File: config.mk
export PLATFORM = sky130hd
export DESIGN_NAME = usb2_ext_loopback
export DESIGN_NICKNAME = d
export VERILOG_FILES = /design/src/rtl/usb2_pkg.sv /design/src/rtl/usb2_ext_loopback.sv
export SDC_FILE = /design/constraint.sdc
export NUM_CORES = 1
export LEC_CHECK = 0
export ABC_CLOCK_PERIOD_IN_PS = 2700
export CORE_AREA = 2 2 105 77
export CTS_CLUSTER_DIAMETER = 80
export DETAILED_ROUTE_END_ITERATION = 12
export DIE_AREA = 0 0 107 79
export RECOVER_POWER = 25
export SLEW_MARGIN = 0
export SYNTH_ARGS = -nofsm -noshare
export SYNTH_HDL_FRONTEND = slang
export SYNTH_SLANG_ARGS = --single-unit
File: constraint.sdc
create_clock -name ext_clk -period 2.7 [get_ports ext_clk]
set_input_delay 0.81 -clock ext_clk [delete_from_list [all_inputs] [get_ports ext_clk]]
set_output_delay 0.81 -clock ext_clk [all_outputs]
set_load 0.02 [all_outputs]
File: src/rtl/usb2_pkg.sv
// Shared definitions for the usb 2.0 external endpoint buffer clients.
// Holds the loopback FSM state encoding and the buffer geometry constants.
package usb2_pkg;

  localparam int unsigned USB2_BUF_ADDR_W = 9;
  localparam int unsigned USB2_BUF_LEN_W  = 10;
  localparam int unsigned USB2_MAX_PKT    = 512;

  typedef enum logic [2:0] {
    IDLE    = 3'd0,
    WAIT_IN = 3'd1,
    COPY    = 3'd2,
    COMMIT  = 3'd3,
    ARM     = 3'd4
  } lb_state_e;

endpackage

File: src/rtl/usb2_ext_loopback.sv
// Loopback client for the usb 2.0 core's external endpoint buffers.
// Reads each OUT packet, writes it back into the IN buffer, commits it,
// then re-arms the OUT buffer.
// Ports:
//   ext_clk, reset_n         clock, asynchronous active-low reset
//   enable, stat_configured  start qualifiers (enable sampled in IDLE only)
//   buf_out_*                OUT buffer read side (q has 1-cycle latency)
//   buf_in_*                 IN buffer write / commit side
//   busy                     high whenever the FSM is not IDLE
// Optional: define USB2_LOOPBACK_STATS_EN to add stat_pkt_cnt / stat_byte_cnt.
module usb2_ext_loopback
  import usb2_pkg::*;
#(
  parameter int unsigned MAX_LEN = USB2_MAX_PKT,
  parameter int unsigned ADDR_W  = USB2_BUF_ADDR_W,
  parameter int unsigned LEN_W   = USB2_BUF_LEN_W
) (
  input  logic              ext_clk,
  input  logic              reset_n,
  input  logic              enable,
  input  logic              stat_configured,
  input  logic              buf_out_hasdata,
  input  logic [LEN_W-1:0]  buf_out_len,
  output logic [ADDR_W-1:0] buf_out_addr,
  input  logic [7:0]        buf_out_q,
  output logic              buf_out_arm,
  input  logic              buf_out_arm_ack,
  input  logic              buf_in_ready,
  output logic [ADDR_W-1:0] buf_in_addr,
  output logic [7:0]        buf_in_data,
  output logic              buf_in_wren,
  output logic              buf_in_commit,
  output logic [LEN_W-1:0]  buf_in_commit_len,
  input  logic              buf_in_commit_ack,
  output logic              busy
`ifdef USB2_LOOPBACK_STATS_EN
  ,
  output logic [15:0]       stat_pkt_cnt,
  output logic [31:0]       stat_byte_cnt
`endif
);

  lb_state_e         state, state_n;
  logic [LEN_W-1:0]  len, len_n;
  logic [LEN_W-1:0]  rd, rd_n;
  logic [ADDR_W-1:0] in_addr_n;
  logic              wren_n, commit_n, arm_n, busy_n;
  logic [LEN_W-1:0]  commit_len_n;
  logic [LEN_W-1:0]  len_clamped;

  assign len_clamped = (buf_out_len > LEN_W'(MAX_LEN)) ? LEN_W'(MAX_LEN) : buf_out_len;

  // Read address is the live read counter; the wide counter keeps rd == MAX_LEN distinct.
  assign buf_out_addr = ADDR_W'(rd);
  // Write data is the OUT read data of the previous address; wren/addr are delayed to match.
  assign buf_in_data  = buf_out_q;

  // State and registered outputs.
  always_ff @(posedge ext_clk or negedge reset_n) begin
    if (!reset_n) begin
      state             <= IDLE;
      len               <= '0;
      rd                <= '0;
      buf_in_addr       <= '0;
      buf_in_wren       <= 1'b0;
      buf_in_commit     <= 1'b0;
      buf_in_commit_len <= '0;
      buf_out_arm       <= 1'b0;
      busy              <= 1'b0;
    end else begin
      state             <= state_n;
      len               <= len_n;
      rd                <= rd_n;
      buf_in_addr       <= in_addr_n;
      buf_in_wren       <= wren_n;
      buf_in_commit     <= commit_n;
      buf_in_commit_len <= commit_len_n;
      buf_out_arm       <= arm_n;
      busy              <= busy_n;
    end
  end

  // Next state and next registered outputs.
  always_comb begin
    state_n      = state;
    len_n        = len;
    rd_n         = rd;
    in_addr_n    = '0;
    wren_n       = 1'b0;
    commit_n     = 1'b0;
    commit_len_n = '0;
    arm_n        = 1'b0;

    case (state)
      IDLE: begin
        rd_n = '0;
        if (enable && stat_configured && buf_out_hasdata) begin
          state_n = WAIT_IN;
          len_n   = len_clamped;
        end
      end
      WAIT_IN: begin
        if (buf_in_ready) begin
          if (len == '0) begin
            state_n      = COMMIT;
            commit_n     = 1'b1;
            commit_len_n = len;
          end else begin
            state_n = COPY;
          end
        end
      end
      COPY: begin
        // Once rd reaches len the registered final write is on the bus this cycle.
        if (rd < len) begin
          rd_n      = rd + LEN_W'(1);
          wren_n    = 1'b1;
          in_addr_n = ADDR_W'(rd);
        end else begin
          state_n      = COMMIT;
          commit_n     = 1'b1;
          commit_len_n = len;
        end
      end
      COMMIT: begin
        if (buf_in_commit_ack) begin
          state_n = ARM;
          arm_n   = 1'b1;
        end else begin
          commit_n     = 1'b1;
          commit_len_n = len;
        end
      end
      ARM: begin
        if (buf_out_arm_ack) begin
          state_n = IDLE;
          rd_n    = '0;
        end else begin
          arm_n = 1'b1;
        end
      end
      default: state_n = IDLE;
    endcase

    // Losing configuration abandons the packet; the core flushes its own buffers.
    if (state != IDLE && !stat_configured) begin
      state_n      = IDLE;
      rd_n         = '0;
      in_addr_n    = '0;
      wren_n       = 1'b0;
      commit_n     = 1'b0;
      commit_len_n = '0;
      arm_n        = 1'b0;
    end

    busy_n = (state_n != IDLE);
  end

`ifdef USB2_LOOPBACK_STATS_EN
  // Packet/byte counters advance on each accepted commit; aborts leave them alone.
  always_ff @(posedge ext_clk or negedge reset_n) begin
    if (!reset_n) begin
      stat_pkt_cnt  <= '0;
      stat_byte_cnt <= '0;
    end else if (state == COMMIT && buf_in_commit_ack && stat_configured) begin
      stat_pkt_cnt  <= stat_pkt_cnt + 16'd1;
      stat_byte_cnt <= stat_byte_cnt + 32'(len);
    end
  end
`else
  // Statistics build option disabled: no counters.
`endif

endmodule

==> results of run 1 <==
[flip-flops by register name, summed over array words and instances, names as in the netlist]
register,flops
buf_in_addr,9
buf_in_wren,1
rd,10
buf_in_commit,1
buf_in_commit_len,10
state,3
busy,1
buf_out_arm,1
len,10
[report_power, final]
group	leakage, uW	switching (uW)	total [uW]	internal [uW]
Combinational	0.000659	139	246	107
Clock	0.0000514	233	509	276
Sequential	0.000633	41.1	763	722
Total	0.00134	413	1520	1110
[cells by family after synthesis]
kind of cell / Yosys count / share of synthesized area (%)
flip-flops: 46 / 46.8
AO/OA/AOI/OAI: 56 / 16.8
AND/OR/NAND/NOR: 87 / 20.7
buffers and inverters: 40 / 9.36
adder cells (fa/ha/maj): 10 / 5.09
multiplexers: 3 / 1.32
[area by class of cell]
type                       count  area (um^2)
timing repair buffer          58          551
sequential                    46         1150
tap                          101          126
fill                         752         4470
inverter                      13         50.0
clock inverter                 2         37.5
clock buffer                   6         72.6
multi-input combinational    156         1080
[stage by stage]
stage	hold slack [ns]	cell area (um^2)	utilization (%)	worst slack (ns)	total power, uW
detailed placement	0.528	2960	39.3	0.166	1020
global placement	0.504	2960	39.3	0.243	1020
floorplan	0.478	2460	-	0.805	939
global route	0.587	3070	40.7	0.301	1600
finish	0.543	3070	40.7	0.414	1520
CTS	0.546	3070	40.7	0.399	1530
[worst reg2reg max path, cell delays in order, from the launching register on]
cell and delay, ns:
dfrtp_1 0.41, inv_1 0.09, ha_1 0.29, a211oi_1 0.21, nor2_1 0.08, a31oi_1 0.21, buf_4 0.20, a31oi_2 0.24
a211o_1 0.36
[cells in the mapped netlist, types with 2 or more instances]
| library cell | number | share of area (%) |
|---|---|---|
| a211o_1 | 2 | 0.71 |
| a211oi_1 | 3 | 0.92 |
| a21oi_1 | 4 | 0.81 |
| a22o_1 | 3 | 1.1 |
| a311oi_1 | 8 | 2.8 |
| a31oi_1 | 8 | 2.0 |
| and2_1 | 14 | 3.6 |
| and3_1 | 6 | 1.5 |
| buf_2 | 6 | 1.2 |
| buf_4 | 17 | 5.2 |
| clkbuf_1 | 3 | 0.46 |
| dfrtp_1 | 46 | 47 |
| ha_1 | 10 | 5.1 |
| inv_1 | 12 | 1.8 |
| nand2_1 | 16 | 2.4 |
| nand2b_1 | 8 | 2.0 |
| nand3_1 | 3 | 0.61 |
| nand3b_1 | 2 | 0.61 |
| nand4_1 | 2 | 0.51 |
| nor2_1 | 17 | 2.6 |
| nor2b_1 | 5 | 1.3 |
| nor3_1 | 3 | 0.61 |
| nor4_2 | 2 | 1.0 |
| o21ai_0 | 2 | 0.41 |
| o21ai_1 | 8 | 1.6 |
| o2bb2ai_1 | 7 | 2.5 |
[cells in the final DEF (no fill, tap or decap), types with 2 or more instances in the layout]
| cell | synthesis | layout |
|---|---|---|
| clkdlybuf4s50_1 | 0 | 48 |
| dfrtp_1 | 46 | 46 |
| nor2_1 | 17 | 17 |
| nand2_1 | 16 | 16 |
| and2_1 | 14 | 14 |
| inv_1 | 12 | 12 |
| ha_1 | 10 | 10 |
| nand2b_1 | 8 | 8 |
| o21ai_1 | 8 | 8 |
| a31oi_1 | 8 | 8 |
| a311oi_1 | 8 | 8 |
| buf_4 | 17 | 8 |
| o2bb2ai_1 | 7 | 7 |
| and3_1 | 6 | 6 |
| nor2b_1 | 5 | 5 |
| clkbuf_8 | 0 | 5 |
| a21oi_1 | 4 | 4 |
| nand3_1 | 3 | 3 |
| a211oi_1 | 3 | 3 |
| nor3_1 | 3 | 3 |
| a22o_1 | 3 | 3 |
| nand3b_1 | 2 | 2 |
| nor4_2 | 2 | 2 |
| a211o_1 | 2 | 2 |
| o21ai_0 | 2 | 2 |
| nand4_1 | 2 | 2 |
[layer usage]
| metal | GRT usage (%) | wire [um] | vias up |
|---|---|---|---|
| met3 | 3.69 | 330 | 10 |
| met1 | 21.8 | 2860 | 910 |
| met5 | 0 | 0 | - |
| met4 | 3.64 | 55 | 0 |
| li1 | - | - | 928 |
| met2 | 18.5 | 2200 | 60 |
[how the worst max path moves through the flow]
stage,to,start,depth (start not counted),slack (ns)
global route,rd[0]$_DFFE_PN0P_,len[3]$_DFFE_PN0P_,8,0.30
global placement,busy$_DFF_PN0_,stat_configured,6,0.24
CTS,buf_out_addr[5],rd[5]$_DFFE_PN0P_,1,0.40
finish,buf_out_addr[5],rd[5]$_DFFE_PN0P_,1,0.41
floorplan,rd[7]$_DFFE_PN0P_,rd[3]$_DFFE_PN0P_,6,0.80
detailed placement,busy$_DFF_PN0_,stat_configured,6,0.17
==> impl_metrics.csv, run 1 <==
group,metric,value,unit
synth,synth_seq_area_share,46.8,%
layout,fin_nets,316,
critical_path,cp-end-kind,"output pin",
synth,syn-cell-area,0.00246,mm^2
critical_path,path_delay_family,"buffers and inverters",
critical_path,cp_data_arrival_time,1.48,ns
critical_path,cp_max_fo,9,
layout,drive_above_1_share,9.61,%
critical_path,r2r-start,"len[3]$_DFFE_PN0P_",
drt,first_pass_iters,4,
synth,ys_seq_elements,46,
clocking,cts_hold_buf,0,
grt,antenna_found_initial,0,
grt,grt_pass1_wl,9220,um
worst_hold_path,hold_end,"len[8]$_DFFE_PN0P_",
outcome,status,"complete, no violations",
clocking,clkSinkCount,46,
timing,finalMaxSlewViolations,0,
worst_hold_path,hold_depth,2,
timing,relSlewSlack,25.3,%
synth,synth_cell_types,51,
floorplanning,rows,27,
clocking,postCtsSetupRepairBufs,0,
placement,placed_cells,374,
synth,postSynthAreaPerCell,10.2,um^2
floorplanning,fp.dieH,79,um
synth,yosysWarningCount,0,
timing,hold_viol_final,0,
clocking,htree_levels,2,
synth,ys_async_sr_fraction,100,%
timing,max_slew.worst_pin.slew,1.12,ns
placement,gp_congestion,0.817,
clocking,cts_made_buffers,5,
timing,fmax,0.437,GHz
grt,grt_pass1_vias,1795,
critical_path,worstPathCellList,"clkdlybuf4s50_1",
floorplanning,initial_core_util,32.7,%
synth,ys_dominant_reg_cell,"dfrtp_1",
critical_path,r2r_slack,0.50,ns
drt,drc,0,
grt,grt_use_total,13.9,%
pwr,powerDensity,495,mW/mm^2
critical_path,worstSetupPathType,"reg2out",
floorplanning,die_w,107,um
layout,synthToLayoutAreaGrowth,24.7,%
critical_path,slowest_delay,0.66,ns
timing,fin_skew,0.00793,ns
run,maxCapViolations,0,
drt,vias,1908,
critical_path,r2r_cells,8,
drt,first_iter_violations,77,
grt,grt_max_degree,47,
drt,wl_per_cell,14.3,um
grt,grt_overflow_total,0,
critical_path,r2r-end,"rd[7]$_DFFE_PN0P_",
clocking,cts_resized,0,
critical_path,path_buf_inv,1,
placement,hpwl,4080,um
synth,synth.net_count,278,
floorplanning,dieArea,0.00845,mm^2
critical_path,slowest_stage,"clkdlybuf4s50_1",
critical_path,required,1.89,ns
clocking,clockRootBuffer,"clkbuf_8",
drt,routed_wl,5450,um
synth,synth-edff-count,0,
layout,n_antenna_cell,0,
timing,rsz0062_at_grt,"no",
pwr,vdd_drop_max,0.000220,V
clocking,clk_pin_slew_worst_paths,0.09,ns
pwr,power_leakage,0.00134,uW
clocking,worstSkewPairLatency,0.30,ns
clocking,cts_buffer_depth,2,
timing,fin_setup_tns,0,ns
timing,period_share,84.7,%
timing,period_minus_slack,2.29,ns
floorplanning,top_level_ports,66,
critical_path,critPathLaunchType,"flip-flop",
clocking,cts_tree,"done",
worst_hold_path,min_from,"len[8]$_DFFE_PN0P_",
timing,setup_violations,0,
drt,vias_per_cell,4.99,
drt,ant_nets,0,
synth,synthCells,242,
floorplanning,core_area,0.00753,mm^2
layout,stdcell_count,382,
placement,port_buffers,49,
worst_hold_path,hp-class,"reg2reg",
Power figures use the tool's default switching activity.
==> run 2: changes to the inputs <==
- ABC_CLOCK_PERIOD_IN_PS: 2700 -> 2000
- clock period: 2.7 -> 2 ns (I/O delays scaled with it)
==> run 2 against run 1 <==
  * Core utilization grew 3.7 points
  * Final cell count grew 7.3%
  * Clock-buffer cell count is the same
  * First-iteration DRC count grew 45%
  * Via count grew 3.7%
  * Wire length grew 5.0%
  * Setup slack lost 0.34 ns
  * Die area is the same
  * Critical endpoint is now buf_in_commit_len[7]$_DFF_PN0_
==> impl_metrics.csv, run 2 (synthesis results as in run 1) <==
group,metric,value,unit
timing,hold_viol_final,0,
timing,period_share,96.2,%
drt,routed_wl,5730,um
timing,rsz0062_at_grt,"yes",
clocking,cts_tree,"done",
layout,nFillCells,738,
clocking,htree_levels,2,
layout,final_cell_mix,"dfrtp_1, clkdlybuf4s50_1, buf_4",
clocking,clk_pin_slew_worst_paths,0.08,ns
drt,drc,0,
drt,vias_per_cell,4.82,
critical_path,slowest_delay,0.38,ns
drt,vias,1978,
floorplanning,core_area,0.00753,mm^2
pwr,power,2150,uW
grt,grt_use_total,14.0,%
floorplanning,die_w,107,um
critical_path,worstPathCellList,"inv_1, ha_4, nand2_1, nor2_2, a31oi_1, buf_4, a21o_4, a311oi_1",
layout,drive_above_1_share,20.7,%
floorplanning,initial_core_util,32.7,%
clocking,cts_hold_buf,0,
critical_path,cp_data_arrival_time,2.12,ns
timing,max_slew.worst_pin.slew,1.12,ns
floorplanning,rows,27,
placement,port_buffers,49,
timing,setup_violations,0,
layout,n_antenna_cell,0,
floorplanning,top_level_ports,66,
grt,grt_overflow_total,0,
grt,grt_pass1_wl,9450,um
pwr,powerDensity,642,mW/mm^2
layout,final_common_cell,"dfrtp_1",
grt,grt_pass1_vias,1857,
timing,fin_setup_tns,0,ns
grt,grt_max_degree,47,
run,maxCapViolations,0,
timing,holdWs,0.530,ns
drt,first_iter_violations,112,
timing,relSlewSlack,25.3,%
placement,hpwl,4290,um
drt,ant_nets,0,
clocking,worstSkewPairLatency,0.29,ns
layout,reg.largest.list,"buf_in_commit_len (10), len (10), rd (10)",
worst_hold_path,hp-class,"reg2reg",
floorplanning,fp.dieH,79,um
clocking,cts_made_buffers,5,
pwr,power_leakage,0.00154,uW
critical_path,slowest_stage,"dfrtp_1",
drt,wl_met2,2360,um
drt,first_pass_iters,4,
critical_path,r2r_slack,0.08,ns
timing,period_minus_slack,1.92,ns
critical_path,critPathLaunchType,"flip-flop",
clocking,clkSinkCount,46,
placement,gp_congestion,0.793,
drt,route.top_layer_used,"met4",
critical_path,cp_max_fo,11,
outcome,status,"complete, no violations",
timing,fmax,0.520,GHz
critical_path,required,2.19,ns
pwr,vdd_drop_max,0.000309,V
critical_path,worstSetupPathType,"reg2reg",
layout,synthToLayoutAreaGrowth,36.0,%
clocking,cts_buffer_depth,2,
drt,wl_per_cell,14.0,um
layout,stdcell_count,410,
clocking,clockRootBuffer,"clkbuf_8",
drt,met3_length,383,um
timing,fin_skew,0.00552,ns
timing,finalMaxSlewViolations,0,
placement,placed_cells,399,
critical_path,cp-end-kind,"flip-flop",
grt,antenna_found_initial,0,
floorplanning,dieArea,0.00845,mm^2
layout,fin_nets,344,
drt,wl_met1,2930,um
-- run 2: changes by cell type in the layout (fill, tap and decap cells not counted), moves of 2 or more --
cell	previous run	this run
buf_4	8	34
clkdlybuf4s50_1	48	39
dlygate4sd2_1	0	9
a211oi_1	3	1
a211oi_2	0	2
a311oi_1	8	6
a311oi_2	0	2
-- run 2: timing repair --
item / in CTS / in global routing
setup endpoints to repair: 17 / 29
hold endpoints to repair: 0 / 0
gates cloned: 0 / 0
setup buffers: 0 / 3
pin swaps: 0 / 2
gates resized for setup: 9 / 12
-- run 2: final timing paths --
| kind | from | cells after the start | to |
|---|---|---|---|
| worst max-delay path | len[7]$_DFFE_PN0P_ | 8 | buf_in_commit_len[7]$_DFF_PN0_ |
| min in group asynchronous | reset_n | 2 | buf_in_addr[4]$_DFF_PN0_ |
| worst max register to register | len[7]$_DFFE_PN0P_ | 8 | buf_in_commit_len[7]$_DFF_PN0_ |
| worst min register to register | len[1]$_DFFE_PN0P_ | 2 | len[1]$_DFFE_PN0P_ |
| max in group asynchronous | reset_n | 2 | len[6]$_DFFE_PN0P_ |
| worst min-delay path | len[1]$_DFFE_PN0P_ | 2 | len[1]$_DFFE_PN0P_ |
-- run 2: metal layers --
layer	track usage, %	vias up
li1	-	988
met1	22.2	911
met2	18.8	70
met3	3.45	9
met4	3.38	0
met5	0	-
-- run 2: worst max-delay path, delay by kind of cell (launching register included) --
| kind | cells | cell delay [ns] |
|---|---|---|
| fa+ha+maj | 1 | 0.28 |
| flops | 1 | 0.38 |
| buf+inv | 2 | 0.28 |
| simple gates | 2 | 0.22 |
| compound gates | 3 | 0.67 |
-- run 2: cell type report --
type	instances	area (um^2)	area share, %
clock buffers	6	72.6	2.17
clock inverters	2	37.5	1.12
inverters	13	50.0	1.50
multi-input cells	156	1140	34.1
flip-flops and latches	46	1150	34.4
well taps	101	126	3.78
repair buffers	86	766	22.9
-- run 2: where the power goes --
part / leakage [uW] / internal [uW] / switching [uW]
registers: 0.000633 / 975 / 33.4
logic: 0.000855 / 214 / 244
clock network: 0.0000514 / 373 / 311
total: 0.00154 / 1560 / 588
-- run 2: per-stage QoR --
stage	setup slack, ns	cell area [um^2]	util [%]
6_report	0.0770	3350	44.4
3_5_place_dp	-0.174	3170	42.1
2_1_floorplan	0.105	2460	-
4_1_cts	-0.0513	3270	43.4
3_3_place_gp	-0.118	3170	42.1
5_1_grt	-0.0464	3350	44.4
